--- config.mk ---
export PLATFORM = sky130hd
export DESIGN_NAME = uart_fifo_tx_drain_flat
export DESIGN_NICKNAME = d
export VERILOG_FILES = /design/src/rtl/uart_fifo_tx_drain_if.sv /design/src/rtl/uart_fifo_tx_drain.sv /design/src/flat_wrapper.sv
export SDC_FILE = /design/constraint.sdc
export NUM_CORES = 1
export LEC_CHECK = 0
export ABC_CLOCK_PERIOD_IN_PS = 3400
export CAP_MARGIN = 40
export CORE_MARGIN = 2
export CORE_UTILIZATION = 27
export DETAILED_ROUTE_END_ITERATION = 8
export HOLD_SLACK_MARGIN = 0.05
export PLACE_DENSITY = 0.52
export SLEW_MARGIN = 20
export SYNTH_ARGS = -nofsm -noshare
export SYNTH_HDL_FRONTEND = slang
export SYNTH_SLANG_ARGS = --single-unit
--- constraint.sdc ---
create_clock -name rd_clk -period 3.4 [get_ports rd_clk]
set_input_delay 0.34 -clock rd_clk [delete_from_list [all_inputs] [get_ports rd_clk]]
set_output_delay 0.34 -clock rd_clk [all_outputs]
set_load 0.02 [all_outputs]
--- src/rtl/uart_fifo_tx_drain_if.sv ---
// FIFO read-side port of the UART drain: the drain is the master issuing read
// strobes, the FIFO is the slave answering with empty flag and data.
interface uart_fifo_tx_drain_if;
  logic       fifo_rd_en;
  logic       fifo_rd_empty;
  logic [7:0] fifo_rd_data;

  modport master (
    output fifo_rd_en,
    input  fifo_rd_empty,
    input  fifo_rd_data
  );

  modport slave (
    input  fifo_rd_en,
    output fifo_rd_empty,
    output fifo_rd_data
  );
endinterface

--- src/rtl/uart_fifo_tx_drain.sv ---
// Drains bytes from a FIFO and serialises each as an 8N1/8N2 UART frame,
// LSB first, with a registered glitch-free serial output.
module uart_fifo_tx_drain #(
  parameter int c_CLK_DIV    = 434,
  parameter int c_RD_LATENCY = 1,
  parameter int c_STOP_BITS  = 1
) (
  input  logic                        rd_clk,
  input  logic                        rd_rst,
  input  logic                        tx_enable,
  uart_fifo_tx_drain_if.master        fifo,
  output logic                        uart_txd,
  output logic                        tx_busy,
  output logic                        tx_done
);

  localparam int                BAUD_W    = $clog2(c_CLK_DIV);
  localparam logic [BAUD_W-1:0] BAUD_LAST = BAUD_W'(c_CLK_DIV - 1);
  localparam logic [BAUD_W-1:0] BAUD_PRE  = BAUD_W'(c_CLK_DIV - 2);
  localparam logic              WAIT_LAST = 1'(c_RD_LATENCY - 1);
  localparam logic              STOP_LAST = 1'(c_STOP_BITS - 1);

  typedef enum logic [2:0] {IDLE, WAIT, START, DATA, STOP} state_t;

  state_t            state;
  logic [BAUD_W-1:0] baud_cnt;
  logic [2:0]        bit_cnt;
  logic              wait_cnt;
  logic              stop_cnt;
  logic [7:0]        shreg;
  logic              rd_go;

  // Read strobe is combinational so the FIFO sees it in the same cycle the
  // request condition holds; reset masks it unconditionally.
  always_comb begin
    rd_go = !rd_rst && (state == IDLE) && tx_enable && !fifo.fifo_rd_empty;
  end

  always_comb begin
    fifo.fifo_rd_en = rd_go;
  end

  always_ff @(posedge rd_clk) begin
    if (rd_rst) begin
      state    <= IDLE;
      baud_cnt <= '0;
      bit_cnt  <= '0;
      wait_cnt <= '0;
      stop_cnt <= '0;
      shreg    <= '0;
      uart_txd <= 1'b1;
      tx_busy  <= 1'b0;
      tx_done  <= 1'b0;
    end else begin
      tx_done <= 1'b0;
      case (state)
        IDLE: begin
          if (rd_go) begin
            state    <= WAIT;
            wait_cnt <= '0;
            baud_cnt <= '0;
            tx_busy  <= 1'b1;
          end
        end

        WAIT: begin
          if (wait_cnt == WAIT_LAST) begin
            shreg    <= fifo.fifo_rd_data;
            state    <= START;
            baud_cnt <= '0;
            uart_txd <= 1'b0;
          end else begin
            wait_cnt <= wait_cnt + 1'b1;
          end
        end

        START: begin
          if (baud_cnt == BAUD_LAST) begin
            state    <= DATA;
            baud_cnt <= '0;
            bit_cnt  <= '0;
            uart_txd <= shreg[0];
            shreg    <= {1'b0, shreg[7:1]};
          end else begin
            baud_cnt <= baud_cnt + 1'b1;
          end
        end

        DATA: begin
          if (baud_cnt == BAUD_LAST) begin
            baud_cnt <= '0;
            if (bit_cnt == 3'd7) begin
              state    <= STOP;
              stop_cnt <= '0;
              uart_txd <= 1'b1;
            end else begin
              bit_cnt  <= bit_cnt + 3'd1;
              uart_txd <= shreg[0];
              shreg    <= {1'b0, shreg[7:1]};
            end
          end else begin
            baud_cnt <= baud_cnt + 1'b1;
          end
        end

        STOP: begin
          // Registered done: raise it one cycle early so it lands on the last stop cycle.
          if ((baud_cnt == BAUD_PRE) && (stop_cnt == STOP_LAST)) begin
            tx_done <= 1'b1;
          end
          if (baud_cnt == BAUD_LAST) begin
            baud_cnt <= '0;
            if (stop_cnt == STOP_LAST) begin
              state   <= IDLE;
              tx_busy <= 1'b0;
            end else begin
              stop_cnt <= stop_cnt + 1'b1;
            end
          end else begin
            baud_cnt <= baud_cnt + 1'b1;
          end
        end

        default: begin
          state    <= IDLE;
          uart_txd <= 1'b1;
          tx_busy  <= 1'b0;
        end
      endcase
    end
  end

endmodule

--- src/flat_wrapper.sv ---
// flat-port wrapper written by rule: the top's interface ports become plain ports
module uart_fifo_tx_drain_flat 
#(
  parameter int c_CLK_DIV    = 434,
  parameter int c_RD_LATENCY = 1,
  parameter int c_STOP_BITS  = 1
)
  (rd_clk, rd_rst, tx_enable, uart_txd, tx_busy, tx_done, fifo_fifo_rd_en, fifo_fifo_rd_empty, fifo_fifo_rd_data);
  uart_fifo_tx_drain_if fifo_i ();
  input  logic rd_clk;
  input  logic rd_rst;
  input  logic tx_enable;
  output logic uart_txd;
  output logic tx_busy;
  output logic tx_done;
  output wire logic [$bits(fifo_i.fifo_rd_en)-1:0] fifo_fifo_rd_en;
  input wire logic [$bits(fifo_i.fifo_rd_empty)-1:0] fifo_fifo_rd_empty;
  input wire logic [$bits(fifo_i.fifo_rd_data)-1:0] fifo_fifo_rd_data;
  assign fifo_fifo_rd_en = fifo_i.fifo_rd_en;
  assign fifo_i.fifo_rd_empty = fifo_fifo_rd_empty;
  assign fifo_i.fifo_rd_data = fifo_fifo_rd_data;
  uart_fifo_tx_drain #(.c_CLK_DIV(c_CLK_DIV), .c_RD_LATENCY(c_RD_LATENCY), .c_STOP_BITS(c_STOP_BITS)) u_core (.rd_clk(rd_clk), .rd_rst(rd_rst), .tx_enable(tx_enable), .fifo(fifo_i), .uart_txd(uart_txd), .tx_busy(tx_busy), .tx_done(tx_done));
endmodule
==> impl_metrics.env, run 1 <==
export IMPL_synth_most_common_cell="dfxtp_1"
export IMPL_clk_path_buf_depth=2
export IMPL_cts_resized=0
export IMPL_drv_cap=0
export IMPL_ys_types=41
export IMPL_hold_viol_final=0
export IMPL_endpoint_kind="output pin"
export IMPL_cts_reportedPaths_clkPinSlew_ns=0.09
export IMPL_synth_cells_most_frequent="26 x dfxtp_1, 20 x a21oi_1, 9 x a211oi_1, 9 x mux2i_1, 9 x nor2_1"
export IMPL_wl_per_cell_microns=13.31
export IMPL_grt_max_degree=18
export IMPL_power_mw=0.6305
export IMPL_p_switching_mw=0.1624
export IMPL_synth_edf_count=0
export IMPL_internal_power_mw=0.4681
export IMPL_worstSetupStartpointType="primary input"
export IMPL_vdd_drop_max_v=0.0001393
export IMPL_numCtsBuffers=3
export IMPL_ant_nets=0
export IMPL_grt_ovfl_total=0
export IMPL_setup_ws_ns=0.8075
export IMPL_rows=25
export IMPL_setup_tns_ns=0
export IMPL_dieArea_sq_um=5621
export IMPL_synth_seq_cells=26
export IMPL_stdcell_area_sq_um=1639
export IMPL_clock_latency_ns=0.27
export IMPL_combPwrFrac=0.146
export IMPL_power_density_nw_per_um2=384.7
export IMPL_nFillCells=497
export IMPL_holdCritPathClass="flip-flop to flip-flop"
export IMPL_cts_hold_buf=0
export IMPL_drive_above_1_share=0.07831
export IMPL_final_nets=184
export IMPL_synth_nets=168
export IMPL_cts_sinks=26
export IMPL_coreArea_sq_um=4786
export IMPL_synth_cells=151
export IMPL_yosysWarningCount=0
export IMPL_finalCriticalPeriod_ns=2.592
export IMPL_yosys_most_used_dff="dfxtp_1"
export IMPL_start_util=0.2842
export IMPL_drc=0
export IMPL_ys_seq_area_frac=0.3827
export IMPL_area_growth_syn_to_layout_pct=20.52
export IMPL_grt_pass1_vias=1219
export IMPL_die_height_microns=74.98
export IMPL_p_leak_nw=0.5875
export IMPL_die_x_microns=74.98
export IMPL_hold_start="u_core.bit_cnt[1]$_SDFFE_PP0P_"
export IMPL_diodes=0
export IMPL_gp_congestion=0.7931
export IMPL_place_ws_ns=0.8042
export IMPL_routed_wl_microns=3102
export IMPL_avgViaCountPerCell=5.064
export IMPL_pin_count=16
export IMPL_antenna_found_initial=0
export IMPL_share_seq_of_total_power=0.528
export IMPL_dp_hpwl_microns=2234
export IMPL_timing_rr_start="u_core.state[1]$_SDFFE_PP0P_"
export IMPL_rsz0062_at_grt="no"
export IMPL_grt_total_usage=0.1234
export IMPL_max_freq_mhz=385.7
export IMPL_ys_top_cells_by_area="dfxtp_1 38%, a21oi_1 7.4%, mux2i_1 6.6%, a211oi_1 5.0%, ha_1 4.6%"
export IMPL_port_buffers=15
export IMPL_seq_area_sq_um=520.5
export IMPL_p_clk_frac=0.326
export IMPL_vias=1180
export IMPL_first_iter_violations=44
export IMPL_sw_frac_of_total=0.2576
export IMPL_grt_pass1_wl_microns=5471
export IMPL_synth_cell_area_sq_um=1360
export IMPL_status="finished clean"
export IMPL_crit_fanout=17
export IMPL_syn_area_per_cell_sq_um=9.007
export IMPL_post_cts_buffers=0
export IMPL_period_share=0.7625
export IMPL_h_tree_depth=1
export IMPL_drv_slew=0
export IMPL_cp_arrival_ns=2.25
export IMPL_netlist_top_cell_by_area="dfxtp_1"
export IMPL_setup_worst_path_start="rd_rst"
export IMPL_cts_tree="done"
export IMPL_fin_skew_ns=0.006405
export IMPL_dr_pass1_iters=4
export IMPL_crit_type="primary input to output pin"
export IMPL_cts_root_buf="clkbuf_8"
export IMPL_setup_viol=0
export IMPL_synth_async_reset_ratio=0
export IMPL_tightestPinTransition_ns=0.6864
export IMPL_cp_required_ns=3.06
export IMPL_multi_input_area_sq_um=807.0
export IMPL_place_area_sq_um=1584
export IMPL_synth_top_area_share=0.3827
export IMPL_slew_headroom=0.5424
==> final timing paths <==
check                               endpoint  cells past startpoint  slack, ns
max reg2reg  u_core.baud_cnt[1]$_SDFFE_PP0P_                      4       1.36
min           u_core.bit_cnt[1]$_SDFFE_PP0P_                      2       0.48
min reg2reg   u_core.bit_cnt[1]$_SDFFE_PP0P_                      2       0.48
max                          fifo_fifo_rd_en                      5       0.81
==> power groups by stage <==
stage	Combinational [mW]	Clock [mW]	Sequential, mW
finish	0.0921	0.206	0.333
global route	0.104	0.228	0.336
CTS	0.0936	0.210	0.333
detailed placement	0.0931	0	0.340
global placement	0.0908	0	0.339
floorplan	0.0592	0	0.337
==> layout by cell type, fill, tap and decap left out, types with 2 or more instances in the layout <==
| master | count |
|---|---|
| a211oi_1 | 9 |
| a21oi_1 | 20 |
| and2_1 | 3 |
| and3_1 | 2 |
| buf_4 | 2 |
| clkbuf_8 | 4 |
| clkdlybuf4s50_1 | 15 |
| dfxtp_1 | 26 |
| ha_1 | 5 |
| inv_1 | 2 |
| mux2i_1 | 9 |
| nand2_1 | 4 |
| nand2b_1 | 6 |
| nand3_1 | 3 |
| nand4_1 | 5 |
| nor2_1 | 9 |
| nor3b_1 | 2 |
| o211ai_1 | 3 |
| o21ai_0 | 3 |
| o21ai_1 | 3 |
| o21bai_1 | 2 |
| o31ai_1 | 3 |
| or2_2 | 2 |
| or3_1 | 4 |
| or3b_2 | 2 |
| or4_1 | 3 |
==> metrics by stage <==
step,std cells,utilization,hold WS [ns]
floorplan,151,-,0.4419
global placement,229,0.3310,0.4627
detailed placement,229,0.3310,0.4677
CTS,233,0.3425,0.4832
global route,233,0.3425,0.5028
finish,233,0.3425,0.4806
==> layout make-up <==
| class | count | share of cell area |
|---|---|---|
| Clock buffer | 4 | 0.03359 |
| Timing Repair Buffer | 17 | 0.1008 |
| Inverter | 2 | 0.004580 |
| Multi-Input combinational cell | 117 | 0.4924 |
| Sequential cell | 26 | 0.3176 |
| Tap cell | 67 | 0.05115 |
==> layer usage <==
metal	up-vias	GRT usage	routed length (microns)
met3	2	0.02008	97
met2	17	0.1979	1433
met5	-	0	0
li1	600	-	-
met4	0	0.03571	16
met1	561	0.1712	1554
==> registers in the layout, summed over array words and instances (netlist names) <==
| name | flops |
|---|---|
| u_core.baud_cnt | 9 |
| u_core.bit_cnt | 3 |
| u_core.shreg | 8 |
| u_core.state | 3 |
| u_core.tx_busy | 1 |
| u_core.tx_done | 1 |
| u_core.uart_txd | 1 |
==> cell families after synthesis <==
group / after synthesis / synth area share
AND/OR/NAND/NOR: 52 / 0.2300
AO/OA/AOI/OAI: 49 / 0.2383
flip-flops: 26 / 0.3827
multiplexers: 9 / 0.06624
buffers and inverters: 8 / 0.02392
adder cells (fa/ha/maj): 5 / 0.04600
XOR/XNOR: 2 / 0.01288
==> critical path: stages <==
cell,delay (ns)
clkdlybuf4s50_1,0.47
buf_4,0.23
or2_2,0.32
nor4_1,0.24
clkdlybuf4s50_1,0.65
Note: power is estimated with default switching activity, not from simulation.
==> inputs of run 2 (changes only) <==
- ABC_CLOCK_PERIOD_IN_PS: 3400 -> 2600
- clock period: 3.4 -> 2.6 ns (I/O delays scaled with it)
==> impl_metrics.env, run 2 (synthesis results as in run 1) <==
export IMPL_power_density_nw_per_um2=497.5
export IMPL_grt_max_degree=18
export IMPL_holdCritPathClass="flip-flop to flip-flop"
export IMPL_ant_nets=0
export IMPL_vias=1214
export IMPL_place_ws_ns=0.3663
export IMPL_dr_pass1_iters=4
export IMPL_timing_rr_start="u_core.baud_cnt[2]$_SDFFE_PP0P_"
export IMPL_hold_start="u_core.shreg[7]$_SDFFE_PP0P_"
export IMPL_pin_count=16
export IMPL_setup_tns_ns=0
export IMPL_crit_type="primary input to output pin"
export IMPL_grt_total_usage=0.1170
export IMPL_slowest_stage="clkdlybuf4s50_1"
export IMPL_reg2regPathDepth=4
export IMPL_diodes=0
export IMPL_crit_fanout=5
export IMPL_status="finished clean"
export IMPL_largest_reg_flops=9
export IMPL_max_freq_mhz=448.5
export IMPL_wl_met3_microns=154
export IMPL_reg2reg_slack_ns=0.62
export IMPL_worstSetupStartpointType="primary input"
export IMPL_grt_ovfl_total=0
export IMPL_grt_pass1_vias=1137
export IMPL_cp_common_cell="clkdlybuf4s50_1"
export IMPL_slowest_delay_ns=0.65
export IMPL_finalCriticalPeriod_ns=2.230
export IMPL_place_area_sq_um=1599
export IMPL_tightestPinTransition_ns=0.5316
export IMPL_cp_arrival_ns=1.97
export IMPL_dr_max_layer_used="met4"
export IMPL_final_common_cell="dfxtp_1"
export IMPL_path_cells="clkdlybuf4s50_1 > or2_2 > nor4_1 > clkdlybuf4s50_1"
export IMPL_final_cell_mix="26 x dfxtp_1, 20 x a21oi_1, 15 x clkdlybuf4s50_1"
export IMPL_endpoint_kind="output pin"
export IMPL_cp_required_ns=2.34
export IMPL_setup_viol=0
export IMPL_drv_cap=0
export IMPL_fin_hold_ws_ns=0.4762
export IMPL_coreArea_sq_um=4786
export IMPL_drc=0
export IMPL_port_buffers=15
export IMPL_antenna_found_initial=0
export IMPL_final_nets=186
export IMPL_holdPathStages=2
export IMPL_first_iter_violations=59
export IMPL_rsz0062_at_grt="no"
export IMPL_timing_rr_end="u_core.shreg[6]$_SDFFE_PP0P_"
export IMPL_drt_met1_wl_microns=1449
export IMPL_area_growth_syn_to_layout_pct=21.62
export IMPL_path_buf_inv=2
export IMPL_reg_top3="u_core.baud_cnt x9, u_core.shreg x8"
export IMPL_clock_latency_ns=0.27
export IMPL_gp_congestion=0.7877
export IMPL_die_x_microns=74.98
export IMPL_wl_met2_microns=1336
export IMPL_grt_pass1_wl_microns=5223
export IMPL_wl_per_cell_microns=12.70
export IMPL_numCtsBuffers=3
export IMPL_top_register="u_core.baud_cnt"
export IMPL_hold_viol_final=0
export IMPL_period_share=0.8576
export IMPL_drv_slew=0
export IMPL_routed_wl_microns=2984
export IMPL_slew_headroom=0.6441
export IMPL_dp_hpwl_microns=2164
export IMPL_start_util=0.2842
export IMPL_cts_reportedPaths_clkPinSlew_ns=0.09
export IMPL_setup_ws_ns=0.3703
export IMPL_cts_sinks=26
export IMPL_cts_root_buf="clkbuf_8"
export IMPL_p_leak_nw=0.5964
export IMPL_cts_hold_buf=0
export IMPL_finish_utilization=0.3456
export IMPL_post_cts_buffers=0
export IMPL_vdd_drop_max_v=0.0002136
export IMPL_avgViaCountPerCell=5.166
export IMPL_drive_above_1_share=0.08929
export IMPL_fin_skew_ns=0.002446
export IMPL_cts_tree="done"
export IMPL_h_tree_depth=1
export IMPL_clk_path_buf_depth=2
export IMPL_cts_resized=0
export IMPL_dieArea_sq_um=5621
export IMPL_stdcell_area_sq_um=1654
export IMPL_crit_family="buffers and inverters"
export IMPL_hold_path_endpoint="u_core.shreg[7]$_SDFFE_PP0P_"
export IMPL_rows=25
export IMPL_die_height_microns=74.98
[run 2: tightest hold or removal path: cells and delay by family, from the launching register on]
family / cells / cell delay (ns)
flip-flops: 1 / 0.32
AND/OR/NAND/NOR: 1 / 0.07
AO/OA/AOI/OAI: 1 / 0.05
[run 2: layer usage]
layer | track usage | vias to the layer above
met4 | 0.04762 | 0
met1 | 0.1652 | 574
met3 | 0.02142 | 5
li1 | - | 608
met5 | 0 | -
met2 | 0.1754 | 27
[run 2: report_power, final]
part	leakage [nW]	internal (mW)	switching, mW
registers	0.211	0.417	0.0174
logic	0.356	0.0622	0.0616
clock network	0.0288	0.135	0.129
total	0.596	0.615	0.208
[run 2: worst max path at each step]
stage	slack [ns]	start	cells past startpoint	endpoint
floorplan	0.77	u_core.bit_cnt[0]$_SDFFE_PP0P_	6	u_core.shreg[0]$_SDFFE_PP0P_
global placement	0.40	rd_rst	4	fifo_fifo_rd_en
detailed placement	0.37	rd_rst	5	u_core.baud_cnt[8]$_SDFFE_PP0P_
CTS	0.35	rd_rst	4	fifo_fifo_rd_en
global route	0.25	rd_rst	4	fifo_fifo_rd_en
finish	0.37	rd_rst	4	fifo_fifo_rd_en
[run 2: final cells by class]
| class | count | area, sq um |
|---|---|---|
| multi-input combinational | 117 | 807.0 |
| inverter | 2 | 7.507 |
| timing repair buffer | 19 | 180.2 |
| sequential | 26 | 520.5 |
| fill | 494 | 3132 |
| tap | 67 | 83.83 |
| clock buffer | 4 | 55.05 |
[run 2: stage by stage]
stage	instances	power (mW)
final	235	0.8230
after global routing	235	0.8669
after global placement	231	0.5657
after floorplan	151	0.5181
after detailed placement	231	0.5674
after CTS	235	0.8300
